===== src/rtl/can_sched_pkg.sv =====
// Shared definitions for the CAN transmit scheduler.
//   CAN_ID_W      : width of a standard CAN identifier
//   sched_state_t : scheduler FSM state encoding
package can_sched_pkg;

  localparam int unsigned CAN_ID_W = 11;

  typedef enum logic [1:0] {
    IDLE,
    START,
    WAIT,
    COMPLETE
  } sched_state_t;

endpackage


===== src/rtl/can_prio_select.sv =====
// Combinational priority selector: picks the valid slot with the lowest
// identifier; on equal identifiers the lowest slot index wins.
//   valid     : per-slot request flags
//   ids       : packed identifiers, slot i at [CAN_ID_W*i +: CAN_ID_W]
//   any_valid : at least one slot is requesting
//   win_idx   : index of the winning slot (0 when none)
//   win_id    : identifier of the winning slot
module can_prio_select
  import can_sched_pkg::*;
#(
  parameter int unsigned NUM_SLOTS = 4,
  parameter int unsigned IDX_W     = $clog2(NUM_SLOTS)
) (
  input  logic [NUM_SLOTS-1:0]          valid,
  input  logic [NUM_SLOTS*CAN_ID_W-1:0] ids,
  output logic                          any_valid,
  output logic [IDX_W-1:0]              win_idx,
  output logic [CAN_ID_W-1:0]           win_id
);

  always_comb begin
    any_valid = 1'b0;
    win_idx   = '0;
    win_id    = '1;
    // Strict less-than keeps the earlier (lower-index) slot on ties.
    for (int unsigned i = 0; i < NUM_SLOTS; i++) begin
      if (valid[i] && (!any_valid || (ids[CAN_ID_W*i +: CAN_ID_W] < win_id))) begin
        any_valid = 1'b1;
        win_idx   = IDX_W'(i);
        win_id    = ids[CAN_ID_W*i +: CAN_ID_W];
      end
    end
  end

endmodule


===== src/rtl/can_tx_scheduler.sv =====
// CAN transmit scheduler: arbitrates pending slots by identifier, starts the
// TX engine, and tracks per-slot error retries.
//   can_clk, can_rst : clock, asynchronous active-high reset
//   req_valid/req_id : per-slot pending frames and their identifiers
//   bus_idle/tx_ready: qualification for launching a new attempt
//   tx_done/tx_arb_lost/tx_error : completion pulses from the TX engine
//   tx_start/tx_id   : launch pulse and identifier for the TX engine
//   grant            : one-hot slot currently being transmitted
//   slot_done/slot_failed : one-cycle per-slot completion pulses
module can_tx_scheduler
  import can_sched_pkg::*;
#(
  parameter int unsigned NUM_SLOTS   = 4,
  parameter int unsigned MAX_RETRIES = 8
) (
  input  logic                          can_clk,
  input  logic                          can_rst,
  input  logic [NUM_SLOTS-1:0]          req_valid,
  input  logic [NUM_SLOTS*CAN_ID_W-1:0] req_id,
  input  logic                          bus_idle,
  input  logic                          tx_ready,
  input  logic                          tx_done,
  input  logic                          tx_arb_lost,
  input  logic                          tx_error,
  output logic                          tx_start,
  output logic [CAN_ID_W-1:0]           tx_id,
  output logic [NUM_SLOTS-1:0]          grant,
  output logic [NUM_SLOTS-1:0]          slot_done,
  output logic [NUM_SLOTS-1:0]          slot_failed
);

  localparam int unsigned IDX_W = $clog2(NUM_SLOTS);
  localparam int unsigned CNT_W = $clog2(MAX_RETRIES + 1);

  sched_state_t      state;
  logic [IDX_W-1:0]  winner;
  logic [CNT_W-1:0]  retry_cnt [NUM_SLOTS];

  logic              any_valid;
  logic [IDX_W-1:0]  sel_idx;
  logic [CAN_ID_W-1:0] sel_id;
  logic [CNT_W-1:0]  cnt_inc;

  can_prio_select #(
    .NUM_SLOTS (NUM_SLOTS),
    .IDX_W     (IDX_W)
  ) u_prio (
    .valid     (req_valid),
    .ids       (req_id),
    .any_valid (any_valid),
    .win_idx   (sel_idx),
    .win_id    (sel_id)
  );

  assign cnt_inc = retry_cnt[winner] + 1'b1;

  always_ff @(posedge can_clk or posedge can_rst) begin
    if (can_rst) begin
      state       <= IDLE;
      winner      <= '0;
      tx_start    <= 1'b0;
      tx_id       <= '0;
      grant       <= '0;
      slot_done   <= '0;
      slot_failed <= '0;
      for (int unsigned i = 0; i < NUM_SLOTS; i++) begin
        retry_cnt[i] <= '0;
      end
    end else begin
      // Pulse outputs default low; set only on the edge entering their cycle.
      tx_start    <= 1'b0;
      slot_done   <= '0;
      slot_failed <= '0;
      case (state)
        IDLE: begin
          if (any_valid && bus_idle && tx_ready) begin
            state    <= START;
            winner   <= sel_idx;
            grant    <= NUM_SLOTS'(1) << sel_idx;
            tx_id    <= sel_id;
            tx_start <= 1'b1;
          end
        end
        START: begin
          state <= WAIT;
        end
        WAIT: begin
          // Priority: done > error > arbitration loss. grant is one-hot of
          // winner, so it doubles as the per-slot pulse pattern.
          if (tx_done) begin
            slot_done         <= grant;
            retry_cnt[winner] <= '0;
            grant             <= '0;
            state             <= COMPLETE;
          end else if (tx_error) begin
            if (cnt_inc == CNT_W'(MAX_RETRIES)) begin
              slot_failed       <= grant;
              retry_cnt[winner] <= '0;
            end else begin
              retry_cnt[winner] <= cnt_inc;
            end
            grant <= '0;
            state <= COMPLETE;
          end else if (tx_arb_lost) begin
            grant <= '0;
            state <= COMPLETE;
          end
        end
        COMPLETE: begin
          state <= IDLE;
        end
        default: begin
          state <= IDLE;
        end
      endcase
    end
  end

endmodule


===== config.mk =====
export PLATFORM = sky130hd
export DESIGN_NAME = can_tx_scheduler
export DESIGN_NICKNAME = d
export VERILOG_FILES = /design/src/rtl/can_sched_pkg.sv /design/src/rtl/can_prio_select.sv /design/src/rtl/can_tx_scheduler.sv
export SDC_FILE = /design/constraint.sdc
export NUM_CORES = 1
export LEC_CHECK = 0
export BUFFER_PORTS_ARGS = -buffer_cell sky130_fd_sc_hd__buf_2
export CAP_MARGIN = 30
export CORE_ASPECT_RATIO = 0.75
export CORE_MARGIN = 2
export CORE_UTILIZATION = 54
export DETAILED_ROUTE_END_ITERATION = 7
export PLACE_DENSITY = 0.85
export SYNTH_ARGS = -nofsm -noshare
export SYNTH_HDL_FRONTEND = slang
export SYNTH_SLANG_ARGS = --single-unit

===== constraint.sdc =====
create_clock -name can_clk -period 2.55 [get_ports can_clk]
set_input_delay 0.51 -clock can_clk [delete_from_list [all_inputs] [get_ports can_clk]]
set_output_delay 0.51 -clock can_clk [all_outputs]
set_load 0.02 [all_outputs]

==> results_tabular.tex <==
\begin{tabular}{lr}
\hline
Metric & Value \\
\hline
\multicolumn{2}{l}{\textbf{Floorplan}} \\
Initial standard-cell utilization of the core & 56.4\% \\
Die height & 71.7 um \\
Core region area & 0.00586 mm\^{}2 \\
Count of boundary I/O pins & 79 \\
Die extent in x & 94.3 um \\
Row count & 24 \\
Die footprint & 0.00676 mm\^{}2 \\
\multicolumn{2}{l}{\textbf{Final layout}} \\
Layout-stage area growth over the synthesis result & 44.1\% \\
Number of nets at the end of the flow & 553 \\
Antenna diode count & 0 \\
Final-layout fill cell count & 319 \\
Share of cells above drive strength 1 & 52.6\% \\
\multicolumn{2}{l}{\textbf{CTS}} \\
Maximum count of clock buffers along a single path & 2 \\
Sink Count & 44 \\
Library cell used as clock root buffer & sky130\_fd\_sc\_hd\_\_clkbuf\_8 \\
Clock transition at the registers of the reported paths & 0.09 ns \\
Cts bufs inserted & 5 \\
Count of H-tree levels built during CTS & 2 \\
Clock tree from TritonCTS & yes \\
Worst-Skew Late Latency & 0.31 ns \\
\multicolumn{2}{l}{\textbf{Yosys}} \\
Synth unique cells & 53 \\
Most area-hungry cell type in the Yosys netlist & sky130\_fd\_sc\_hd\_\_dfrtp\_1 \\
Post-synth EDFFs & 0 \\
Ranking of synthesized cells by area & sky130\_fd\_sc\_hd\_\_dfrtp\_1 (33\%), sky130\_fd\_sc\_hd\_\_ha\_1 (13\%), sky130\_fd\_sc\_hd\_\_mux2\_2 (9.2\%) \\
Share of the yosys chip area belonging to registers & 33.4\% \\
Mean instance size in the synthesized netlist & 9.88 um\^{}2 \\
Primary FF master, synth & sky130\_fd\_sc\_hd\_\_dfrtp\_1 \\
Post-Syn Nets & 422 \\
Synthesized flop and latch total & 44 \\
Count of mapped cells out of synthesis & 334 \\
Synth top area share & 33.4\% \\
Netlist Area Pre-Place & 0.00330 mm\^{}2 \\
Share of async-settable or async-resettable flops after synthesis & 100\% \\
Count of warnings emitted by yosys & 0 \\
\multicolumn{2}{l}{\textbf{Pwr}} \\
Relative contribution of the clock network to total power & 16.9\% \\
Logic pwr share & 50.2\% \\
Max VDD drop & 0.000493 V \\
Internal cell power & 1.97 mW \\
Static Leakage & 2.39 nW \\
Switching Share & 41.5\% \\
Psw & 1.40 mW \\
Overall power of the completed layout & 3.37 mW \\
Pwr/cell area & 708 mW/mm\^{}2 \\
Flop pwr share & 32.9\% \\
\multicolumn{2}{l}{\textbf{STA}} \\
Endpoints failing hold & 0 \\
Setup tns final & -54.27 ns \\
Worst hold margin & 0.325 ns \\
Worst setup slack after layout & -3.28 ns \\
Maximum frequency from static timing analysis & 171 MHz \\
Max-slew violation count & 0 \\
Rel. slew slack & 46.6\% \\
RSZ-0062 raised after global routing & true \\
Transition time at the pin with the least slew margin & 0.790 ns \\
Final Cycle Share & 229\% \\
Finish-stage setup viols & 17 \\
Min Tclk post-route & 5.83 ns \\
Worst Skew & 0.00838 ns \\
\multicolumn{2}{l}{\textbf{Place}} \\
Final estimated routing congestion in global placement & 0.886 \\
Worst Setup Slack post-DPL & -3.67 ns \\
Post-DP HPWL & 7.14 mm \\
IO Port Bufs & 78 \\
\multicolumn{2}{l}{\textbf{Global route}} \\
Number of global-route vias before repair & 3366 \\
Global-route wire length before repair & 16.5 mm \\
Grt total ovfl & 0 \\
Antenna violations before repair & 0 \\
Global routing usage summed across all routing layers & 31.3\% \\
Largest net degree at the start of global routing & 45 \\
\multicolumn{2}{l}{\textbf{Critical path}} \\
Crit Path Category & input pin to flop \\
Maximum single-stage delay on the critical path & 0.49 ns \\
FF-to-FF path depth & 7 \\
Startpoint of the most critical register-to-register path & winner[0] \\
Type of origin of the critical path & input pin \\
Arrival time of data at the critical path endpoint & 6.06 ns \\
Highest fanout seen on the critical path & 6 \\
Slowest cell on the critical path & sky130\_fd\_sc\_hd\_\_or3\_4 \\
Capturing element type of the critical path & flop \\
Setup slack on the worst flop-to-flop path & 0.12 ns \\
Worst path bufs/invs & 6 \\
Crit path max-delay family & simple AND/OR/NAND/NOR gates \\
Depth of the critical timing path with buffers and inverters included & 28 \\
Worst r2r dst & retry\_cnt[9] \\
Critical Path Most Common Cell & sky130\_fd\_sc\_hd\_\_nand4\_1 \\
Required @ worst endpoint & 2.78 ns \\
\multicolumn{2}{l}{\textbf{Hold path}} \\
Hold crit path type & input pin to async pin \\
\multicolumn{2}{l}{\textbf{Drt}} \\
1st-pass router iterations & 5 \\
Post-route DRC & 0 \\
Via density per instance & 6.34 \\
Detail Route Antenna Nets & 0 \\
Total length of routed wires & 11.7 mm \\
Wire length per cell after detailed routing & 21.5 um \\
Total number of vias & 3450 \\
Detailed Route Iter0 Violations & 304 \\
\multicolumn{2}{l}{\textbf{Outcome}} \\
Violations in the final reports & negative setup slack \\
Run status & complete, but fails checks \\
\multicolumn{2}{l}{\textbf{Job}} \\
Total of max-cap violations & 0 \\
\hline
\end{tabular}
## power by group through the flow
stage / logic, mW / clock network (mW) / registers, mW
4_1_cts: 1.55 / 0.564 / 1.07
3_3_place_gp: 1.40 / 0 / 1.06
6_report: 1.69 / 0.569 / 1.11
3_5_place_dp: 1.46 / 0 / 1.07
5_1_grt: 1.80 / 0.598 / 1.12
2_1_floorplan: 0.925 / 0 / 1.12
## worst max path at each step
stage                      endpoint         start  slack, ns
after global routing       tx_id[8]  req_valid[0]      -3.39
after CTS                  tx_id[8]  req_valid[0]      -2.93
final                      tx_id[8]  req_valid[0]      -3.28
after floorplan            grant[1]  req_valid[0]      -3.04
after global placement    tx_id[10]  req_valid[0]      -3.41
after detailed placement   tx_id[8]  req_valid[0]      -3.67
## Yosys cell counts (4+ instances only)
library cell,n
sky130_fd_sc_hd__nand4_1,6
sky130_fd_sc_hd__o31ai_1,4
sky130_fd_sc_hd__o221ai_2,6
sky130_fd_sc_hd__nor3_1,5
sky130_fd_sc_hd__inv_1,29
sky130_fd_sc_hd__a21oi_1,10
sky130_fd_sc_hd__o221ai_1,4
sky130_fd_sc_hd__dfrtp_1,44
sky130_fd_sc_hd__nand3_1,4
sky130_fd_sc_hd__mux4_1,4
sky130_fd_sc_hd__clkbuf_1,6
sky130_fd_sc_hd__ha_1,33
sky130_fd_sc_hd__nor2b_1,11
sky130_fd_sc_hd__and3_1,5
sky130_fd_sc_hd__mux2_4,6
sky130_fd_sc_hd__nand2_1,42
sky130_fd_sc_hd__a21o_1,6
sky130_fd_sc_hd__o21ai_0,13
sky130_fd_sc_hd__nor2_1,17
sky130_fd_sc_hd__mux2_2,27
sky130_fd_sc_hd__and2_1,4
## layout by cell type (no fill, tap or decap), types with 10 or more instances in the layout
master and count:
sky130_fd_sc_hd__inv_1 29, sky130_fd_sc_hd__ha_1 18, sky130_fd_sc_hd__buf_4 50, sky130_fd_sc_hd__mux2_2 21, sky130_fd_sc_hd__mux2_4 12, sky130_fd_sc_hd__nand2_1 39
sky130_fd_sc_hd__o221ai_2 10, sky130_fd_sc_hd__buf_2 77, sky130_fd_sc_hd__ha_4 15, sky130_fd_sc_hd__dfrtp_1 43, sky130_fd_sc_hd__nor2_1 14
## logic make-up (layout without fill, tap and decap cells)
kind of cell	Yosys count	after routing	share of synthesized area [%]
flops	44	44	33.4
fa+ha+maj	33	33	12.5
compound gates	67	67	16.2
xor+xnor	2	2	0.531
buf+inv	41	172	5.42
simple gates	109	110	16.5
mux	38	38	15.4
## worst min-delay path: stages
cell and delay, ns:
sky130_fd_sc_hd__buf_2 0.09, sky130_fd_sc_hd__inv_1 0.04, sky130_fd_sc_hd__buf_4 0.46
## registers in the layout (all words and copies together), names as in the netlist
name,count
tx_start,1
retry_cnt,16
slot_failed,4
grant,4
winner,2
state,2
slot_done,4
tx_id,11
## routing by layer
layer / wire, um / vias up / track usage [%]
met2: 5390 / 242 / 52.5
met4: 587 / 0 / 9.66
met3: 1020 / 69 / 4.94
li1: - / 1485 / -
met1: 4730 / 1654 / 42.1
met5: 0 / - / 0
## metrics by stage
step | util, % | std cells | instance area [um^2]
6_report | 81.2 | 544 | 4760
5_1_grt | 81.2 | 544 | 4760
4_1_cts | 79.2 | 540 | 4640
3_5_place_dp | 73.6 | 523 | 4310
3_3_place_gp | 73.6 | 523 | 4310
2_1_floorplan | - | 334 | 3550
## timing repair
item	4_1_cts	5_1_grt
endpoints found under the hold margin	0	0
endpoints found under the setup margin	17	21
pin swaps	20	13
resized for setup	24	22
hold buffers	0	0
gates cloned	2	0
buffers inserted	7	4
## layout make-up
type	count	area (um^2)	area share [%]
tap	78	97.6	2.05
multi-input combinational	250	2430	51.2
sequential	44	1100	23.2
inverter	29	109	2.29
clock inverter	3	46.3	0.973
clock buffer	5	68.8	1.45
timing repair buffer	135	898	18.9
(Power assumes the default switching activity.)
